[src/rtl/dead_time_pkg.sv]
// Shared definitions for the dead_time_gen codebase slice.
//   ch_state_t : per-channel FSM state encoding (3 bits)
//   DT_W_DEF   : default width of the dead-time count
//   N_CH_MAX   : largest supported number of half-bridge channels
package dead_time_pkg;

  localparam int unsigned DT_W_DEF = 8;
  localparam int unsigned N_CH_MAX = 8;

  typedef enum logic [2:0] {
    OFF    = 3'd0,
    DEAD_H = 3'd1,
    HS_ON  = 3'd2,
    DEAD_L = 3'd3,
    LS_ON  = 3'd4
  } ch_state_t;

endpackage

[src/rtl/dead_time_ch.sv]
// One half-bridge channel: complementary drive with dead-time insertion.
// Ports:
//   i_clk, i_rst       clock, asynchronous active-high reset
//   i_en, i_fault      global enable / bridge fault (fault wins); either kills to OFF
//   i_pwm              command, 1 = high side, 0 = low side
//   i_dt_rise          dead time for the L->H transition (DEAD_H)
//   i_dt_fall          dead time for the H->L transition (DEAD_L)
//   o_pwm_h, o_pwm_l   registered gate drives, never both 1
//   o_dt_active        registered, 1 while in a dead interval
module dead_time_ch
  import dead_time_pkg::*;
#(
  parameter int unsigned DT_W = DT_W_DEF
) (
  input  logic            i_clk,
  input  logic            i_rst,
  input  logic            i_en,
  input  logic            i_fault,
  input  logic            i_pwm,
  input  logic [DT_W-1:0] i_dt_rise,
  input  logic [DT_W-1:0] i_dt_fall,
  output logic            o_pwm_h,
  output logic            o_pwm_l,
  output logic            o_dt_active
);

  ch_state_t       r_state;
  logic [DT_W-1:0] r_cnt;
  logic            r_h;
  logic            r_l;
  logic            r_dta;

  logic            w_kill;
  logic [DT_W-1:0] w_load_rise;
  logic [DT_W-1:0] w_load_fall;

  assign w_kill = i_fault | ~i_en;

  // A programmed dead time of 0 still yields a one-cycle all-off interval.
  assign w_load_rise = (i_dt_rise == '0) ? DT_W'(1) : i_dt_rise;
  assign w_load_fall = (i_dt_fall == '0) ? DT_W'(1) : i_dt_fall;

  // Channel FSM; outputs are registered alongside the state they belong to.
  always_ff @(posedge i_clk or posedge i_rst) begin
    if (i_rst) begin
      r_state <= OFF;
      r_cnt   <= '0;
      r_h     <= 1'b0;
      r_l     <= 1'b0;
      r_dta   <= 1'b0;
    end else if (w_kill) begin
      r_state <= OFF;
      r_cnt   <= '0;
      r_h     <= 1'b0;
      r_l     <= 1'b0;
      r_dta   <= 1'b0;
    end else begin
      case (r_state)
        OFF, LS_ON, HS_ON: begin
          // Start a dead interval whenever the command differs from the
          // side currently driven (OFF drives neither, so it always leaves).
          if (i_pwm && (r_state != HS_ON)) begin
            r_state <= DEAD_H;
            r_cnt   <= w_load_rise;
            r_h     <= 1'b0;
            r_l     <= 1'b0;
            r_dta   <= 1'b1;
          end else if (!i_pwm && (r_state != LS_ON)) begin
            r_state <= DEAD_L;
            r_cnt   <= w_load_fall;
            r_h     <= 1'b0;
            r_l     <= 1'b0;
            r_dta   <= 1'b1;
          end
        end
        DEAD_H: begin
          // Reversal returns straight to the side that was on before.
          if (!i_pwm) begin
            r_state <= LS_ON;
            r_cnt   <= '0;
            r_l     <= 1'b1;
            r_dta   <= 1'b0;
          end else if (r_cnt == DT_W'(1)) begin
            r_state <= HS_ON;
            r_cnt   <= '0;
            r_h     <= 1'b1;
            r_dta   <= 1'b0;
          end else begin
            r_cnt   <= r_cnt - DT_W'(1);
          end
        end
        DEAD_L: begin
          if (i_pwm) begin
            r_state <= HS_ON;
            r_cnt   <= '0;
            r_h     <= 1'b1;
            r_dta   <= 1'b0;
          end else if (r_cnt == DT_W'(1)) begin
            r_state <= LS_ON;
            r_cnt   <= '0;
            r_l     <= 1'b1;
            r_dta   <= 1'b0;
          end else begin
            r_cnt   <= r_cnt - DT_W'(1);
          end
        end
        default: begin
          r_state <= OFF;
          r_cnt   <= '0;
          r_h     <= 1'b0;
          r_l     <= 1'b0;
          r_dta   <= 1'b0;
        end
      endcase
    end
  end

  assign o_pwm_h     = r_h;
  assign o_pwm_l     = r_l;
  assign o_dt_active = r_dta;

endmodule

[src/rtl/dead_time_gen.sv]
// Multi-channel complementary gate-drive generator with dead-time insertion.
// Optional feature macro: DEAD_TIME_ASYM_EN (separate rise/fall dead times).
// Ports:
//   CLK, RST           clock, asynchronous active-high reset
//   EN, FAULT          global enable / bridge fault; either forces all channels OFF
//   PWM_IN[N_CH]       per-channel command, 1 = high side, 0 = low side
//   DT_CYCLES          shared dead time (macro undefined)
//   DT_RISE, DT_FALL   L->H and H->L dead times (macro defined)
//   PWM_H, PWM_L       registered gate drives per channel
//   DT_ACTIVE          registered, 1 while a channel is in a dead interval
module dead_time_gen
  import dead_time_pkg::*;
#(
  parameter int unsigned N_CH = 3,
  parameter int unsigned DT_W = DT_W_DEF
) (
  input  logic [0:0]      CLK,
  input  logic            RST,
  input  logic            EN,
  input  logic            FAULT,
  input  logic [N_CH-1:0] PWM_IN,
`ifdef DEAD_TIME_ASYM_EN
  input  logic [DT_W-1:0] DT_RISE,
  input  logic [DT_W-1:0] DT_FALL,
`else
  input  logic [DT_W-1:0] DT_CYCLES,
`endif
  output logic [N_CH-1:0] PWM_H,
  output logic [N_CH-1:0] PWM_L,
  output logic [N_CH-1:0] DT_ACTIVE
);

  if ((N_CH == 0) || (N_CH > N_CH_MAX)) begin : g_bad_n_ch
    $error("dead_time_gen: N_CH out of range");
  end

  logic [DT_W-1:0] w_dt_rise;
  logic [DT_W-1:0] w_dt_fall;

`ifdef DEAD_TIME_ASYM_EN
  assign w_dt_rise = DT_RISE;
  assign w_dt_fall = DT_FALL;
`else
  assign w_dt_rise = DT_CYCLES;
  assign w_dt_fall = DT_CYCLES;
`endif

  for (genvar g = 0; g < int'(N_CH); g++) begin : g_ch
    dead_time_ch #(
      .DT_W (DT_W)
    ) u_ch (
      .i_clk       (CLK[0]),
      .i_rst       (RST),
      .i_en        (EN),
      .i_fault     (FAULT),
      .i_pwm       (PWM_IN[g]),
      .i_dt_rise   (w_dt_rise),
      .i_dt_fall   (w_dt_fall),
      .o_pwm_h     (PWM_H[g]),
      .o_pwm_l     (PWM_L[g]),
      .o_dt_active (DT_ACTIVE[g])
    );
  end

endmodule

[config.mk]
export PLATFORM = sky130hd
export DESIGN_NAME = dead_time_gen
export DESIGN_NICKNAME = d
export VERILOG_FILES = /design/src/rtl/dead_time_pkg.sv /design/src/rtl/dead_time_ch.sv /design/src/rtl/dead_time_gen.sv
export SDC_FILE = /design/constraint.sdc
export NUM_CORES = 1
export LEC_CHECK = 0
export CORE_UTILIZATION = 45
export CTS_BUF_LIST = sky130_fd_sc_hd__clkbuf_4
export DETAILED_ROUTE_END_ITERATION = 6
export PLACE_DENSITY_LB_ADDON = 0.2
export SETUP_SLACK_MARGIN = 0.3
export SLEW_MARGIN = 20
export SYNTH_ARGS = -nofsm -noshare
export SYNTH_HDL_FRONTEND = slang
export SYNTH_SLANG_ARGS = --single-unit
[constraint.sdc]
create_clock -name CLK -period 3.2 [get_ports CLK]
set_input_delay 0.64 -clock CLK [delete_from_list [all_inputs] [get_ports CLK]]
set_output_delay 0.64 -clock CLK [all_outputs]
set_load 0.1 [all_outputs]
==> insert_results.sql <==
INSERT INTO impl_metrics (metric_group, metric, value, unit) VALUES
('setup_path', 'cp-end-kind', 'register', ''),
('setup_path', 'highest_net_fanout_along_the_worst_path', '9', ''),
('yosys', 'mean_cell_area_of_the_mapped_netlist', '8.88', 'sq um'),
('yosys', 'synth-warning-count', '0', ''),
('global_route', 'via_count_of_the_first_global_routing_pass', '2506', ''),
('clocking', 'clock_tree.buffer_depth', '2', ''),
('timing', 'max_clock_freq', '417', 'MHz'),
('global_route', 'groute.usage.overall', '23.6', '%'),
('detailed_routing', 'first_pass_iters', '4', ''),
('clocking', 'post_cts_resize_count', '0', ''),
('yosys', 'synth_largest_type_area_fraction', '36.0', '%'),
('power_and_ir_drop', 'p_total', '1170', 'uW'),
('power_and_ir_drop', 'power.internal', '759', 'uW'),
('clocking', 'cts.root.buffer_cell', 'sky130_fd_sc_hd__clkbuf_4', ''),
('yosys', 'async_set_or_reset_register_ratio_after_synthesis', '100', '%'),
('global_route', 'maximum_number_of_pins_on_one_net_before_global_route_repair', '20', ''),
('timing', 'setup_clock_skew_after_layout', '0.0120', 'ns'),
('yosys', 'ys_seq_area_share', '36.0', '%'),
('timing', 'setup_viol', '0', ''),
('yosys', 'unique_masters_post_synth', '65', ''),
('detailed_routing', 'remaining_drc_errors', '0', ''),
('clocking', 'cts_tree', 'yes', ''),
('clocking', 'total_setup_buffers_inserted_after_cts', '0', ''),
('final_layout', 'final_net_count', '361', ''),
('yosys', 'synth_edf_count', '0', ''),
('clocking', 'post_cts_hold_buffer_count', '0', ''),
('timing', 'post-route-min-period', '2.40', 'ns'),
('floorplan', 'coreArea', '6100', 'sq um'),
('clocking', 'cts.reportedPaths.clkPinSlew', '0.14', 'ns'),
('final_layout', 'nFillCells', '578', ''),
('power_and_ir_drop', 'power_switching', '409', 'uW'),
('placement', 'dpl_cell_area', '3150', 'sq um'),
('worst_hold_path', 'hold_path.startpoint', 'g_ch[2].u_ch.o_dt_active', ''),
('detailed_routing', 'routedWlPerCell', '17.9', 'um'),
('power_and_ir_drop', 'total_power_per_unit_cell_area', '365', 'nW/um^2'),
('setup_path', 'critical_path.slowest_cell', 'sky130_fd_sc_hd__a211oi_2', ''),
('setup_path', 'cp.required', '3.48', 'ns'),
('yosys', 'synth_commonest_cells', 'sky130_fd_sc_hd__dfrtp_1 (42), sky130_fd_sc_hd__inv_1 (23), sky130_fd_sc_hd__clkbuf_1 (16)', ''),
('power_and_ir_drop', 'power_leakage', '0.00139', 'uW'),
('final_layout', 'layout.cells.non_filler', '416', ''),
('placement', 'finalWeightedCongestion', '0.906', ''),
('clocking', 'cts.sinks', '42', ''),
('yosys', 'synthCells', '329', ''),
('yosys', 'post-synth-top-area-cell', 'sky130_fd_sc_hd__dfrtp_1', ''),
('clocking', 'cts_buffers', '5', ''),
('clocking', 'clkLatencyLatePin', '0.37', 'ns'),
('global_route', 'grt_first_pass_wirelength', '12100', 'um'),
('power_and_ir_drop', 'vdd_drop_max', '208', 'uV'),
('setup_path', 'worst_setup_path_startpoint', 'PWM_IN[0]', ''),
('setup_path', 'slowest_delay', '0.57', 'ns'),
('floorplan', 'fp.dieH', '82.6', 'um'),
('placement', 'placed_cells_incl_taps', '408', ''),
('outcome', 'status', 'complete, no violations', ''),
('detailed_routing', 'drt_wl_total', '7430', 'um'),
('timing', 'timing_hold_violations_final', '0', ''),
('power_and_ir_drop', 'p_clk_share', '23.1', '%'),
('yosys', 'synthesis.area', '2920', 'sq um'),
('timing', 'finalSetupTns', '0', 'ns'),
('timing', 'relative_slew_slack', '46.6', '%'),
('final_layout', 'post_route_cell_area', '3200', 'sq um'),
('floorplan', 'pin_count', '24', ''),
('flow_run', 'maxCapViolCount', '0', ''),
('yosys', 'dominantRegCellSynth', 'sky130_fd_sc_hd__dfrtp_1', ''),
('floorplan', 'die-area', '6820', 'sq um'),
('global_route', 'grt.overflow.total', '0', ''),
('yosys', 'postSynthNetCount', '350', ''),
('detailed_routing', 'vias', '2688', ''),
('placement', 'port-buffer-count', '23', ''),
('final_layout', 'drive_above_1_share', '13.2', '%'),
('power_and_ir_drop', 'sequential_fraction_of_design_power', '51.0', '%'),
('clocking', 'ctsHtreeMaxLevel', '2', '');
[final cells by class]
class / count / area [sq um] / area share (%)
Multi-Input combinational cell: 234 / 1630 / 50.8
Tap cell: 75 / 93.8 / 2.93
Clock buffer: 5 / 37.5 / 1.17
Timing Repair Buffer: 34 / 290 / 9.07
Clock inverter: 3 / 16.3 / 0.508
Inverter: 23 / 86.3 / 2.70
Sequential cell: 42 / 1050 / 32.8
[critical path, delay by kind of cell]
| kind | cells | cell delay (ns) |
|---|---|---|
| AO/OA/AOI/OAI | 3 | 0.94 |
| AND/OR/NAND/NOR | 1 | 0.54 |
| buffers and inverters | 1 | 0.54 |
[through the flow]
step / hold slack (ns) / setup WS [ns]
finish: 0.491 / 0.802
global route: 0.528 / 0.660
CTS: 0.496 / 0.843
floorplan: 0.451 / 0.974
global placement: 0.464 / 0.551
detailed placement: 0.467 / 0.445
[final timing paths]
kind,endpoint,slack [ns],cells after the start
max,g_ch[0].u_ch.r_cnt[7],0.80,5
min,g_ch[2].u_ch.o_dt_active,0.49,1
max reg2reg,g_ch[0].u_ch.r_cnt[2],0.99,6
min reg2reg,g_ch[2].u_ch.o_dt_active,0.49,1
max in group asynchronous,g_ch[0].u_ch.r_state[1],2.02,3
min in group asynchronous,g_ch[2].u_ch.r_state[2],0.58,2
[logic make-up after synthesis]
group / Yosys count / share of synthesized area (%)
AO/OA/AOI/OAI: 115 / 29.9
AND/OR/NAND/NOR: 106 / 21.0
buffers and inverters: 53 / 8.39
flip-flops: 42 / 36.0
adder cells (fa/ha/maj): 6 / 2.57
XOR/XNOR: 5 / 1.50
multiplexers: 2 / 0.685
[registers in the layout, indices dropped and copies added, names as in the netlist]
signal / cells
g_ch.u_ch.o_pwm_h: 3
g_ch.u_ch.r_state: 9
g_ch.u_ch.o_pwm_l: 3
g_ch.u_ch.r_cnt: 24
g_ch.u_ch.o_dt_active: 3
[per-layer routing]
layer  track usage (%)  part of all wire, %  wire length (um)
met1              31.4                   46              3440
met2              38.0                   45              3350
met3              5.38                  6.6               487
met4              7.41                  2.0               145
met5                 0                    0                 0
[power by group through the flow]
stage / sequential, uW / combinational (uW) / clock [uW]
6_report: 595 / 302 / 270
5_1_grt: 601 / 333 / 295
4_1_cts: 594 / 301 / 275
3_5_place_dp: 604 / 299 / 0
3_3_place_gp: 604 / 295 / 0
2_1_floorplan: 585 / 236 / 0
[placed cells by master, fill, tap and decap left out, types with 3 or more instances in the layout]
| cell | n |
|---|---|
| sky130_fd_sc_hd__nor2b_1 | 10 |
| sky130_fd_sc_hd__a22o_1 | 7 |
| sky130_fd_sc_hd__dfrtp_1 | 42 |
| sky130_fd_sc_hd__ha_1 | 6 |
| sky130_fd_sc_hd__nand2b_1 | 8 |
| sky130_fd_sc_hd__clkbuf_4 | 5 |
| sky130_fd_sc_hd__o22ai_1 | 7 |
| sky130_fd_sc_hd__o221a_2 | 3 |
| sky130_fd_sc_hd__clkdlybuf4s50_1 | 14 |
| sky130_fd_sc_hd__or3b_2 | 4 |
| sky130_fd_sc_hd__a32oi_1 | 3 |
| sky130_fd_sc_hd__o41ai_1 | 7 |
| sky130_fd_sc_hd__inv_1 | 22 |
| sky130_fd_sc_hd__a21o_1 | 3 |
| sky130_fd_sc_hd__o211ai_1 | 6 |
| sky130_fd_sc_hd__nand3b_1 | 5 |
| sky130_fd_sc_hd__nand3_1 | 7 |
| sky130_fd_sc_hd__a31oi_1 | 3 |
| sky130_fd_sc_hd__a211oi_1 | 11 |
| sky130_fd_sc_hd__xor2_1 | 3 |
| sky130_fd_sc_hd__a2bb2oi_1 | 3 |
| sky130_fd_sc_hd__buf_4 | 20 |
| sky130_fd_sc_hd__a211o_1 | 6 |
| sky130_fd_sc_hd__o31ai_1 | 8 |
| sky130_fd_sc_hd__nor4_1 | 7 |
| sky130_fd_sc_hd__a21oi_1 | 14 |
| sky130_fd_sc_hd__nor2_1 | 15 |
| sky130_fd_sc_hd__a22oi_1 | 7 |
| sky130_fd_sc_hd__and2_1 | 3 |
| sky130_fd_sc_hd__o21ai_0 | 8 |
| sky130_fd_sc_hd__or3_1 | 5 |
| sky130_fd_sc_hd__nor3_1 | 13 |
| sky130_fd_sc_hd__nand2_1 | 15 |
No activity file was read; power rests on OpenSTA's default activity.
==> edit (config.mk and constraints unchanged) <==
Change the parameter `N_CH` from 3 to 2.
--- a/src/rtl/dead_time_gen.sv
+++ b/src/rtl/dead_time_gen.sv
@@ -11,7 +11,7 @@
 module dead_time_gen
   import dead_time_pkg::*;
 #(
-  parameter int unsigned N_CH = 3,
+  parameter int unsigned N_CH = 2,
   parameter int unsigned DT_W = DT_W_DEF
 ) (
   input  logic [0:0]      CLK,
Ports: changed (resized DT_ACTIVE, PWM_H, PWM_IN and PWM_L); port bits go from 24 to 20. The function was not compared with the original's and may differ.
==> edit against the unedited design <==
- worst setup slack improved by 140 ps
- total power fell by 37%
- cell area fell by 33%
- synthesized area fell by 33%
- sequential cell count fell by 14
- global-route usage fell by 1.3 points
- largest power group unchanged
- routed wire length fell by 38%
- critical endpoint is now g_ch[0].u_ch.r_cnt[0]
- hold slack improved by 15 ps
- critical path type unchanged
==> edit: results (changes against the unedited design) <==
status:
  run_status: "complete, no violations"
critical_path:
  timing.critical_path.to: "g_ch[0].u_ch.r_cnt[0]"
  timing.critical_path.from: "FAULT"
  worst_r2r_startpoint: "g_ch[1].u_ch.r_cnt[1]"
  path_max_fanout: 11  # +2
  cp.arrival_ps: 2520  # -160 ps
  r2r_end: "g_ch[1].u_ch.r_cnt[6]"
  r2r_slack_ps: 1220  # +230 ps
clocking:
  h-tree-depth: 1  # -1
  clockRootBuffer: "clkbuf_4"
  cts_setup_buffers: 0  # unchanged
  clkLatencyLatePin_ps: 320  # -50 ps
  inserted_clock_buffers: 3  # -2
yosys:
  synth.area.mux_share_pct: 1.603  # +0.92 points
  ys_types: 62  # -4.6%
  yosys-top-cells-area: "dfrtp_1, nor3_1, o21ai_0"
  synth_fp_nets: 225  # -36%
  synth.yosys.seq_area_share_pct: 35.90  # -0.061 points
  synth_xor_xnor_area_share_pct: 1.282  # -0.22 points
  synth.top_cells.by_count: "dfrtp_1, nor3_1, o21ai_0, nand2_1, a21oi_1"
  compound_cell_area_share_of_the_yosys_netlist_pct: 29.04  # -0.84 points
  synthAdderAreaFrac_pct: 2.564  # -0.0044 points
global_routing:
  grt_pass1_wl_um: 7707  # -36%
  grt_usage_pct: 22.38  # -1.3 points
  grt_pass1_vias: 1654  # -34%
  grt_start_max_net_pins: 19  # -5.0%
power:
  ir_worst_vdd_v: 0.0001563  # -25%
  cellLeakagePower_nw: 0.9031  # -35%
  p_sw_mw: 0.2397  # -41%
finish:
  layout.filler_cells: 386  # -33%
  final_net_count: 236  # -35%
  post_route_cells_drive_above_1_share_pct: 11.57  # -1.6 points
  largest_regs: "g_ch.u_ch.r_cnt x16, g_ch.u_ch.r_state x6"
sta:
  worst-slew-pin-transition_ps: 757.3  # -39.94 ps
  finalWorstPathRequiredPeriod_ps: 2259  # -139.2 ps
  worst_setup_skew_after_layout_ps: 1.224  # -10.76 ps
detailed_routing:
  first_iteration_detailed_routing_drc_count: 98  # -55%
  detail_route.vias_per_cell: 6.308  # -2.4%
  routed_wl_um: 4583  # -38%
placement:
  finalWeightedCongestion: 0.8915  # -1.6%
  detailedPlace.worstSlack_ps: 593.9  # +148.4 ps
  dp_hpwl_um: 3522  # -34%
  port_buffers: 19  # -17%
hold_path:
  hold_end: "g_ch[0].u_ch.o_dt_active"
edit: changes by cell type in the layout (fill, tap and decap cells not counted), moves of 6 or more:
cell      before  now
buf_4         20    8
a211oi_1      11    3
dfrtp_1       42   28
inv_1         22   10
o41ai_1        7    0
o31ai_1        8    2
nor2_1        15    8
a22o_1         7    0
edit: power groups by stage:
stage / registers [mW] / clock network [mW] / logic, mW
floorplan: 0.391 / 0 / 0.147
global placement: 0.404 / 0 / 0.180
detailed placement: 0.405 / 0 / 0.184
CTS: 0.398 / 0.159 / 0.185
global route: 0.402 / 0.172 / 0.203
finish: 0.399 / 0.148 / 0.184
edit: stage by stage:
step                instances  hold WS [ps]  power [mW]  cell area, µm²
floorplan                 207         451.0      0.5374            1952
global placement          263         472.3      0.5835            2110
detailed placement        263         470.6      0.5888            2110
CTS                       266         508.6      0.7417            2132
global route              266         544.2      0.7775            2132
finish                    266         506.0      0.7304            2132
edit: kinds of logic after synthesis:
kind of cell / count (synthesis)
xor gates and xnor gates: 2
DFF: 28
adders and majority gates: 4
muxes: 3
buffers and inverters: 25
AOI/OAI and AO/OA: 72
and+or+nand+nor: 73
edit: layout make-up:
| type | instances | area share, % |
|---|---|---|
| inverters | 10 | 1.761 |
| repair buffers | 21 | 8.920 |
| well taps | 50 | 2.934 |
| multi-input cells | 154 | 52.46 |
| flip-flops and latches | 28 | 32.86 |
| clock buffers | 3 | 1.056 |
edit: routing by layer:
layer / GRT usage, % / wire length (µm) / vias up
li1: - / - / 803
met1: 27.15 / 1920 / 836
met2: 40.35 / 2436 / 35
met3: 3.167 / 186 / 4
met4: 7.292 / 40 / 0
met5: 0 / 0 / -
edit: critical path: stages:
cell	delay (ps)
clkdlybuf4s50_1	440
nand2b_1	390
a2111oi_2	780
a2bb2oi_1	150
o21ai_0	100
